**src/rtl/iigs_mem_pkg.sv**
```systemverilog
// Shared bank, video-region and state definitions for the IIgs memory responders.
// Used by the slow-RAM controller and the shadow decoder.
package iigs_mem_pkg;

    localparam logic [7:0] BANK_00 = 8'h00;
    localparam logic [7:0] BANK_01 = 8'h01;
    localparam logic [7:0] BANK_E0 = 8'hE0;
    localparam logic [7:0] BANK_E1 = 8'hE1;

    localparam logic [15:0] TEXT_LO   = 16'h0400;
    localparam logic [15:0] TEXT_HI   = 16'h07FF;
    localparam logic [15:0] HIRES1_LO = 16'h2000;
    localparam logic [15:0] HIRES1_HI = 16'h3FFF;
    localparam logic [15:0] HIRES2_LO = 16'h4000;
    localparam logic [15:0] HIRES2_HI = 16'h5FFF;
    localparam logic [15:0] SHR_LO    = 16'h2000;
    localparam logic [15:0] SHR_HI    = 16'h9FFF;

    localparam int INH_TEXT   = 0;
    localparam int INH_HIRES1 = 1;
    localparam int INH_HIRES2 = 2;
    localparam int INH_SHR    = 3;

    typedef enum logic [1:0] {IDLE, WAIT_SLOT, ACCESS, DONE} slow_state_t;

    function automatic logic in_range(input logic [15:0] addr,
                                      input logic [15:0] lo,
                                      input logic [15:0] hi);
        return (addr >= lo) && (addr <= hi);
    endfunction

endpackage

```
**src/rtl/shadow_decode.sv**
```systemverilog
// Classifies a CPU bus cycle as a direct slow-RAM hit (E0/E1) or a shadowed
// video write from bank 00/01. Purely combinational.
module shadow_decode
    import iigs_mem_pkg::*;
(
    input  logic [7:0]  bank,
    input  logic [15:0] addr,
    input  logic        we,
    input  logic [3:0]  shadow_inh,
    output logic        direct_hit,
    output logic        shadow_hit
);

    logic low_bank;
    logic region_hit;

    always_comb begin
        direct_hit = (bank == BANK_E0) || (bank == BANK_E1);
        low_bank   = (bank == BANK_00) || (bank == BANK_01);
        // SHR only shadows from bank 01; the other regions shadow from both banks
        region_hit = (in_range(addr, TEXT_LO, TEXT_HI) && !shadow_inh[INH_TEXT])
                  || (in_range(addr, HIRES1_LO, HIRES1_HI) && !shadow_inh[INH_HIRES1])
                  || (in_range(addr, HIRES2_LO, HIRES2_HI) && !shadow_inh[INH_HIRES2])
                  || ((bank == BANK_01) && in_range(addr, SHR_LO, SHR_HI)
                      && !shadow_inh[INH_SHR]);
        shadow_hit = we && low_bank && region_hit;
    end

endmodule

```
**src/rtl/slowram_ctrl.sv**
```systemverilog
// Slow-RAM (banks E0/E1) responder: serves direct and shadowed accesses, each
// aligned to a 1 MHz slot, stalling the CPU until the access completes.
module slowram_ctrl
    import iigs_mem_pkg::*;
#(
    parameter int SLOT_DIV = 14
) (
    input  logic        clk_sys,
    input  logic        reset,
    input  logic        cpu_req,
    input  logic [7:0]  cpu_bank,
    input  logic [15:0] cpu_addr,
    input  logic [7:0]  cpu_wdata,
    input  logic        cpu_we,
    input  logic [3:0]  shadow_inh,
    output logic        cpu_stall,
    output logic        cpu_ack,
    output logic [7:0]  cpu_rdata,
    output logic        slot_tick,
    output logic [16:0] mem_addr,
    output logic [7:0]  mem_wdata,
    output logic        mem_wr,
    output logic        mem_ce,
    input  logic [7:0]  mem_rdata
);

    slow_state_t state;
    logic [7:0]  slot_cnt;
    logic [16:0] lat_addr;
    logic [7:0]  lat_wdata;
    logic        lat_we;
    logic        direct_hit;
    logic        shadow_hit;

    shadow_decode u_decode (
        .bank       (cpu_bank),
        .addr       (cpu_addr),
        .we         (cpu_we),
        .shadow_inh (shadow_inh),
        .direct_hit (direct_hit),
        .shadow_hit (shadow_hit)
    );

    assign slot_tick = (slot_cnt == 8'(SLOT_DIV - 1));
    assign cpu_stall = (state != IDLE);
    assign mem_ce    = (state == ACCESS);
    assign mem_wr    = (state == ACCESS) && lat_we;
    assign mem_addr  = lat_addr;
    assign mem_wdata = lat_wdata;

    always_ff @(posedge clk_sys or negedge reset) begin
        if (!reset) begin
            slot_cnt <= '0;
        end else if (slot_tick) begin
            slot_cnt <= '0;
        end else begin
            slot_cnt <= slot_cnt + 8'd1;
        end
    end

    // Latches only load in IDLE, so requests during a stall cannot disturb them
    always_ff @(posedge clk_sys or negedge reset) begin
        if (!reset) begin
            state     <= IDLE;
            cpu_ack   <= 1'b0;
            cpu_rdata <= '0;
            lat_addr  <= '0;
            lat_wdata <= '0;
            lat_we    <= 1'b0;
        end else begin
            cpu_ack <= 1'b0;
            case (state)
                IDLE: begin
                    if (cpu_req && (direct_hit || shadow_hit)) begin
                        lat_addr  <= {cpu_bank[0], cpu_addr};
                        lat_wdata <= cpu_wdata;
                        lat_we    <= cpu_we;
                        state     <= WAIT_SLOT;
                    end
                end
                WAIT_SLOT: begin
                    if (slot_tick) begin
                        state <= ACCESS;
                    end
                end
                ACCESS: begin
                    state <= DONE;
                end
                DONE: begin
                    if (!lat_we) begin
                        cpu_rdata <= mem_rdata;
                    end
                    cpu_ack <= 1'b1;
                    state   <= IDLE;
                end
                default: state <= IDLE;
            endcase
        end
    end

endmodule

```
**config.mk**
```make
export PLATFORM = sky130hd
export DESIGN_NAME = slowram_ctrl
export DESIGN_NICKNAME = d
export VERILOG_FILES = /design/src/rtl/iigs_mem_pkg.sv /design/src/rtl/shadow_decode.sv /design/src/rtl/slowram_ctrl.sv
export SDC_FILE = /design/constraint.sdc
export NUM_CORES = 1
export LEC_CHECK = 0
export BUFFER_PORTS_ARGS = -buffer_cell sky130_fd_sc_hd__buf_2
export CAP_MARGIN = 0
export CELL_PAD_IN_SITES_DETAIL_PLACEMENT = 0
export CELL_PAD_IN_SITES_GLOBAL_PLACEMENT = 1
export CORE_UTILIZATION = 30
export DETAILED_ROUTE_END_ITERATION = 6
export PLACE_DENSITY = 0.62
export SLEW_MARGIN = 20
export SYNTH_ARGS = -nofsm -noshare
export SYNTH_HDL_FRONTEND = slang
export SYNTH_SLANG_ARGS = --single-unit
export TNS_END_PERCENT = 20
```
**constraint.sdc**
```tcl
create_clock -name clk_sys -period 2.1 [get_ports clk_sys]
set_clock_uncertainty 0.05 [all_clocks]
set_input_delay 0.315 -clock clk_sys [delete_from_list [all_inputs] [get_ports clk_sys]]
set_output_delay 0.315 -clock clk_sys [all_outputs]
set_load 0.01 [all_outputs]
```
==> impl_metrics.py, run 1 <==
metrics = {
    "outcome": {
        "status": "finished, violations left",
        "violations": "design-rule violations",
    },
    "yosys": {
        "synthArstFlopShare_pct": 100,
        "synth_area_um2": 2020,
        "yosysTopAreaCellShare_pct": 55.6,
        "synth_commonest_cells": "45 x dfrtp_1, 20 x mux2_4, 15 x mux2_2",
        "yosys.area.top_type": "dfrtp_1",
        "ys_ff_latch": 45,
        "netlist_top_cells_area": "dfrtp_1 56%, mux2_4 15%, mux2_2 8.3%",
        "syn-num-nets": 192,
        "yosysSeqAreaShare_pct": 55.6,
        "syn_inst": 137,
        "yosysWarnings": 0,
        "synth_edf_count": 0,
        "yosysMostFrequentCell": "dfrtp_1",
        "ys.flop_type": "dfrtp_1",
        "ys_types": 29,
        "syn_avg_cell_area_um2": 14.8,
    },
    "critical_path": {
        "crit_required_ns": 1.74,
        "r2r_cells": 6,
        "cp_max_fo": 6,
        "cp-start-kind": "register",
        "critPathKind": "register to output port",
        "r2r-end": "mem_addr[3]",
        "r2r-start": "state[0]",
        "cp.arrival_ns": 1.51,
        "crit_path_end_kind": "output port",
        "r2r_setup_slack_ns": 0.28,
    },
    "clocking": {
        "cts-root-buf": "clkbuf_8",
        "postCtsSetupBuffers": 0,
        "cts_max_level": 2,
        "cts_hold_buf": 0,
        "cts.sinks": 45,
        "cts_resized": 0,
        "clock_latency_ns": 0.29,
        "cts_buffer_depth": 2,
        "cts_tree": "built",
        "clkTransAtPathRegs_ns": 0.08,
        "numCtsBuffers": 5,
    },
    "detailed_routing": {
        "drt_iter0_drc": 42,
        "avgRoutedWirePerCell_um": 13.1,
        "antenna_left": 0,
        "via_count": 1338,
        "drt-total-wl_mm": 4.04,
        "drt_first_pass_iters": 6,
        "drc": 12,
        "post_drt_via_cell_ratio": 4.34,
    },
    "sta": {
        "fin_hold_ws_ns": 0.0522,
        "final_hold_viol_count": 0,
        "maxSlewHeadroom_pct": 61.9,
        "worstMarginPinSlew_ns": 0.571,
        "slew_violations": 0,
        "period_share_pct": 89.2,
        "fmax_mhz": 534,
        "fin_crit_ns": 1.87,
        "setup_tns_ns": 0,
        "setup_viol": 0,
        "rsz0062_at_grt": "no",
    },
    "layout": {
        "antenna_cells": 0,
        "finalNetCount": 286,
        "fillers": 611,
        "final_cells": 308,
        "drive_above_1_share_pct": 58.0,
        "area_growth_pct": 29.7,
    },
    "power_and_ir_drop": {
        "ir_worst_vdd_mv": 0.202,
        "leakage_nw": 1.48,
        "power_density_nw_per_um2": 858,
        "p_total_w": 0.00225,
    },
    "die": {
        "dieArea_um2": 7080,
        "core-area_um2": 6420,
        "row_count": 29,
        "die_h_um": 84.1,
        "pin_count": 86,
        "initial_utilization_pct": 31.5,
        "die_x_um": 84.1,
    },
    "global_route": {
        "grt_max_degree": 46,
        "grt_overflow_total": 0,
        "grt_first_pass_wirelength_mm": 6.44,
        "grt.total_usage_pct": 12.0,
        "antenna_found_initial": 0,
        "grt_pass1_vias": 1290,
    },
    "placed_design": {
        "dp.cells": 301,
        "place.gp.congestion": 0.694,
        "place_hpwl_mm": 3.06,
        "portBuffers": 85,
    },
    "min_path": {
        "hold_path.class": "input port to async pin",
    },
    "job": {
        "maxCapViolCount": 0,
    },
}
==> area by class of cell <==
cell class / count / area [um2] / area share [%]
sequential: 45 / 1130 / 42.9
multi-input combinational: 82 / 821 / 31.3
timing repair buffer: 92 / 478 / 18.2
tap: 77 / 96.3 / 3.67
clock buffer: 7 / 86.3 / 3.29
inverter: 5 / 18.8 / 0.715
==> worst max-delay path by stage <==
stage / to / from / cells past startpoint / slack (ns)
finish: slot_tick / slot_cnt[4] / 4 / 0.23
CTS: slot_tick / slot_cnt[4] / 4 / 0.21
global route: mem_addr[3] / cpu_addr[12] / 7 / 0.13
floorplan: lat_we / cpu_addr[12] / 7 / 0.21
global placement: mem_addr[8] / cpu_addr[12] / 7 / -0.03
detailed placement: mem_addr[3] / cpu_addr[12] / 7 / -0.09
==> state kept, by name (all words and copies together) (netlist names) <==
name,count
mem_addr,17
cpu_ack,1
lat_we,1
slot_cnt,8
cpu_rdata,8
state,2
mem_wdata,8
==> logic make-up after synthesis <==
kind of cell,Yosys count,synth area share [%]
buf+inv,10,3.83
xor+xnor,6,2.60
flops,45,55.6
fa+ha+maj,7,4.33
compound gates,6,2.41
mux,36,23.7
simple gates,27,7.54
==> metrics by stage <==
step	area, um2	util (%)	worst slack [ns]
CTS	2630	40.9	0.206
finish	2630	40.9	0.226
global placement	2540	39.5	-0.0316
floorplan	2020	-	0.211
global route	2630	40.9	0.131
detailed placement	2540	39.5	-0.0891
==> report_power, final <==
group,switching [W],internal (W)
Combinational,0.000299,0.000359
Sequential,0.0000640,0.00100
Clock,0.000268,0.000261
==> per-layer routing <==
layer	share of wire, %	wire length [um]	vias up	global-route usage, %
li1	-	-	663	-
met1	48	1920	623	16.2
met2	45	1820	48	18.3
met3	5.7	229	4	2.95
met4	1.5	60	0	5.17
met5	0	0	-	0
==> critical path, cell delays in order, from the launching register on <==
cell and delay [ns]:
dfrtp_1 0.43, nor4_1 0.29, and3_1 0.22, buf_4 0.15, buf_2 0.13
==> cell usage in the layout (no fill, tap or decap) <==
cell type	count
buf_2	85
dfrtp_1	45
mux2_4	20
mux2_2	15
nor2_1	7
ha_1	7
buf_4	7
clkbuf_8	6
inv_1	5
nand4_1	3
xnor2_1	3
nand3_1	3
xor2_1	3
nand2_1	3
and2_1	2
nor4_1	2
nor2b_1	2
and3_1	1
nor4b_2	1
nor4b_1	1
or4_1	1
o21ai_0	1
nand2b_1	1
a211o_1	1
o311ai_1	1
o2bb2ai_1	1
a31oi_1	1
a2111o_1	1
mux2i_1	1
clkbuf_1	1
No activity file was read; power rests on OpenSTA's default activity.
==> run 2: changes to the inputs <==
--- a/config.mk
+++ b/config.mk
@@ -11,9 +11,10 @@
 export CELL_PAD_IN_SITES_GLOBAL_PLACEMENT = 1
 export CORE_UTILIZATION = 30
 export DETAILED_ROUTE_END_ITERATION = 6
-export PLACE_DENSITY = 0.62
+export PLACE_DENSITY = 0.64
 export SLEW_MARGIN = 20
 export SYNTH_ARGS = -nofsm -noshare
 export SYNTH_HDL_FRONTEND = slang
+export SYNTH_HIERARCHICAL = 1
 export SYNTH_SLANG_ARGS = --single-unit
 export TNS_END_PERCENT = 20
==> run 2 against run 1 <==
Via count up 4.9%. Critical path type unchanged. Sequential share of layout area up 0.80 points. The flow now finishes without violations. Utilization rose by 1.7 points. Routed wire length shrank 4.7%. Count of clock-buffer cells in the layout fell by 2.
==> impl_metrics.py, run 2 <==
metrics = {
    "critical_path": {
        "r2r-start": "slot_cnt[1]",
        "worstSetupEndpoint": "slot_tick",
        "cp-start-kind": "register",
        "cp_max_fo": 5,
        "setup.worst_path.start": "slot_cnt[1]",
        "r2r_cells": 5,
        "r2r-end": "state[0]",
        "critPathKind": "register to output port",
        "crit_required_ns": 1.74,
        "r2r_setup_slack_ns": 0.43,
        "crit_path_end_kind": "output port",
        "cp.arrival_ns": 1.60,
    },
    "clocking": {
        "cts_buffer_depth": 2,
        "cts.sinks": 45,
        "cts_max_level": 2,
        "clkTransAtPathRegs_ns": 0.09,
        "clock_latency_ns": 0.29,
        "numCtsBuffers": 5,
        "cts_tree": "built",
        "cts-root-buf": "clkbuf_8",
        "cts_hold_buf": 0,
    },
    "layout": {
        "antenna_cells": 0,
        "multi_input_area_um2": 778,
        "fillers": 579,
        "area_growth_pct": 33.7,
        "drive_above_1_share_pct": 60.1,
        "final_cell_mix": "85 x buf_2, 44 x dfrtp_1, 34 x mux2_2",
        "finalNetCount": 286,
        "largest_reg_flops": 17,
        "layout_commonest_cell": "buf_2",
        "seq_area_um2": 1130,
    },
    "min_path": {
        "hold_path.class": "input port to async pin",
    },
    "global_route": {
        "grt_max_degree": 46,
        "grt_first_pass_wirelength_mm": 5.88,
        "grt_pass1_vias": 1271,
        "grt.total_usage_pct": 11.9,
        "grt_overflow_total": 0,
        "antenna_found_initial": 0,
    },
    "yosys": {
        "synth_commonest_cells": "45 x dfrtp_1, 34 x mux2_2, 7 x nand3_1, 7 x nor2_1, 6 x ha_1",
        "ys.flop_type": "dfrtp_1",
        "yosys.area.top_type": "dfrtp_1",
        "syn_inst": 138,
        "ys_types": 30,
        "yosysMostFrequentCell": "dfrtp_1",
        "synth_edf_count": 0,
        "syn-num-nets": 192,
        "yosysSeqAreaShare_pct": 58.3,
        "netlist_top_cells_area": "dfrtp_1 58%, mux2_2 20%, ha_1 3.9%",
        "ys_ff_latch": 45,
        "yosysWarnings": 6,
        "synthArstFlopShare_pct": 100,
        "synth_area_um2": 1930,
        "yosysTopAreaCellShare_pct": 58.3,
        "syn_avg_cell_area_um2": 14.0,
    },
    "sta": {
        "setup_tns_ns": 0,
        "fmax_mhz": 509,
        "period_share_pct": 93.5,
        "slew_violations": 0,
        "fin_crit_ns": 1.96,
        "setup_viol": 0,
        "final_hold_viol_count": 0,
        "rsz0062_at_grt": "no",
        "maxSlewHeadroom_pct": 62.7,
        "worstMarginPinSlew_ns": 0.559,
    },
    "job": {
        "maxCapViolCount": 0,
    },
    "power_and_ir_drop": {
        "p_total_w": 0.00231,
        "power_density_nw_per_um2": 893,
        "leakage_nw": 1.40,
        "ir_worst_vdd_mv": 0.485,
    },
    "detailed_routing": {
        "drc": 0,
        "drt-total-wl_mm": 3.85,
        "via_count": 1404,
        "drt_iter0_drc": 12,
        "drt_first_pass_iters": 4,
        "antenna_left": 0,
        "avgRoutedWirePerCell_um": 12.5,
        "post_drt_via_cell_ratio": 4.56,
    },
    "placed_design": {
        "place.gp.congestion": 0.717,
        "portBuffers": 85,
        "place_hpwl_mm": 3.02,
    },
    "die": {
        "core-area_um2": 6060,
        "die_x_um": 82.2,
        "dieArea_um2": 6760,
        "pin_count": 86,
        "die_h_um": 82.2,
        "initial_utilization_pct": 31.9,
        "row_count": 28,
    },
    "outcome": {
        "status": "finished, final reports clean",
    },
}
## run 2: final cells by class
| class | count | share of cell area (%) |
|---|---|---|
| well taps | 75 | 3.64 |
| inverters | 4 | 0.582 |
| repair buffers | 90 | 18.4 |
| clock inverters | 3 | 0.873 |
| flip-flops and latches | 45 | 43.7 |
| clock buffers | 5 | 2.67 |
| multi-input cells | 86 | 30.2 |
## run 2: layer usage
layer / part of all wire, % / global-route usage (%) / wire [um]
met1: 48 / 15.9 / 1850
met2: 42 / 17.7 / 1610
met3: 7.9 / 2.64 / 304
met4: 2.1 / 6.84 / 82
met5: 0 / 0 / 0
## run 2: kinds of logic (layout without fill, tap and decap cells)
group	after synthesis	after routing	synth area share, %
buffers and inverters	7	102	1.49
muxes	34	34	19.8
and+or+nand+nor	27	27	9.14
AOI/OAI and AO/OA	13	13	4.60
adders and majority gates	6	6	3.89
DFF	45	45	58.3
xor gates and xnor gates	6	6	2.72
## run 2: worst min path at each step
stage	endpoint	slack, ns	cells past startpoint
after floorplan	cpu_ack	-0.03	0
after global placement	cpu_rdata[6]	0.39	2
after detailed placement	cpu_rdata[6]	0.39	2
after CTS	state[1]	0.06	2
after global routing	slot_cnt[7]	0.10	2
final	cpu_rdata[6]	0.03	2
## run 2: what timing repair did
item                       4_1_cts  5_1_grt
resized for setup                0        2
setup endpoints to repair        0        1
buffers inserted                 0        0
## run 2: worst max-delay path, cell delays in order (launching register included)
cell and delay, ns:
dfrtp_1 0.43, inv_1 0.07, ha_1 0.12, or3b_4 0.39, nor2_2 0.14, buf_2 0.15
## run 2: power by group
group          total (W)  switching, W  internal, W
Combinational   0.000665      0.000316     0.000349
Clock           0.000538      0.000302     0.000236
Sequential       0.00110     0.0000798      0.00102
## run 2: stage by stage
step                cells  hold WS (ns)  worst slack (ns)  area [um2]  util [%]
global route          308         0.100            0.0258        2580      42.6
finish                308        0.0335             0.137        2580      42.6
floorplan             138       -0.0306             0.126        1930         -
CTS                   308        0.0560            0.0647        2580      42.5
global placement      300         0.393            0.0626        2490      41.0
detailed placement    300         0.385            0.0401        2490      41.0
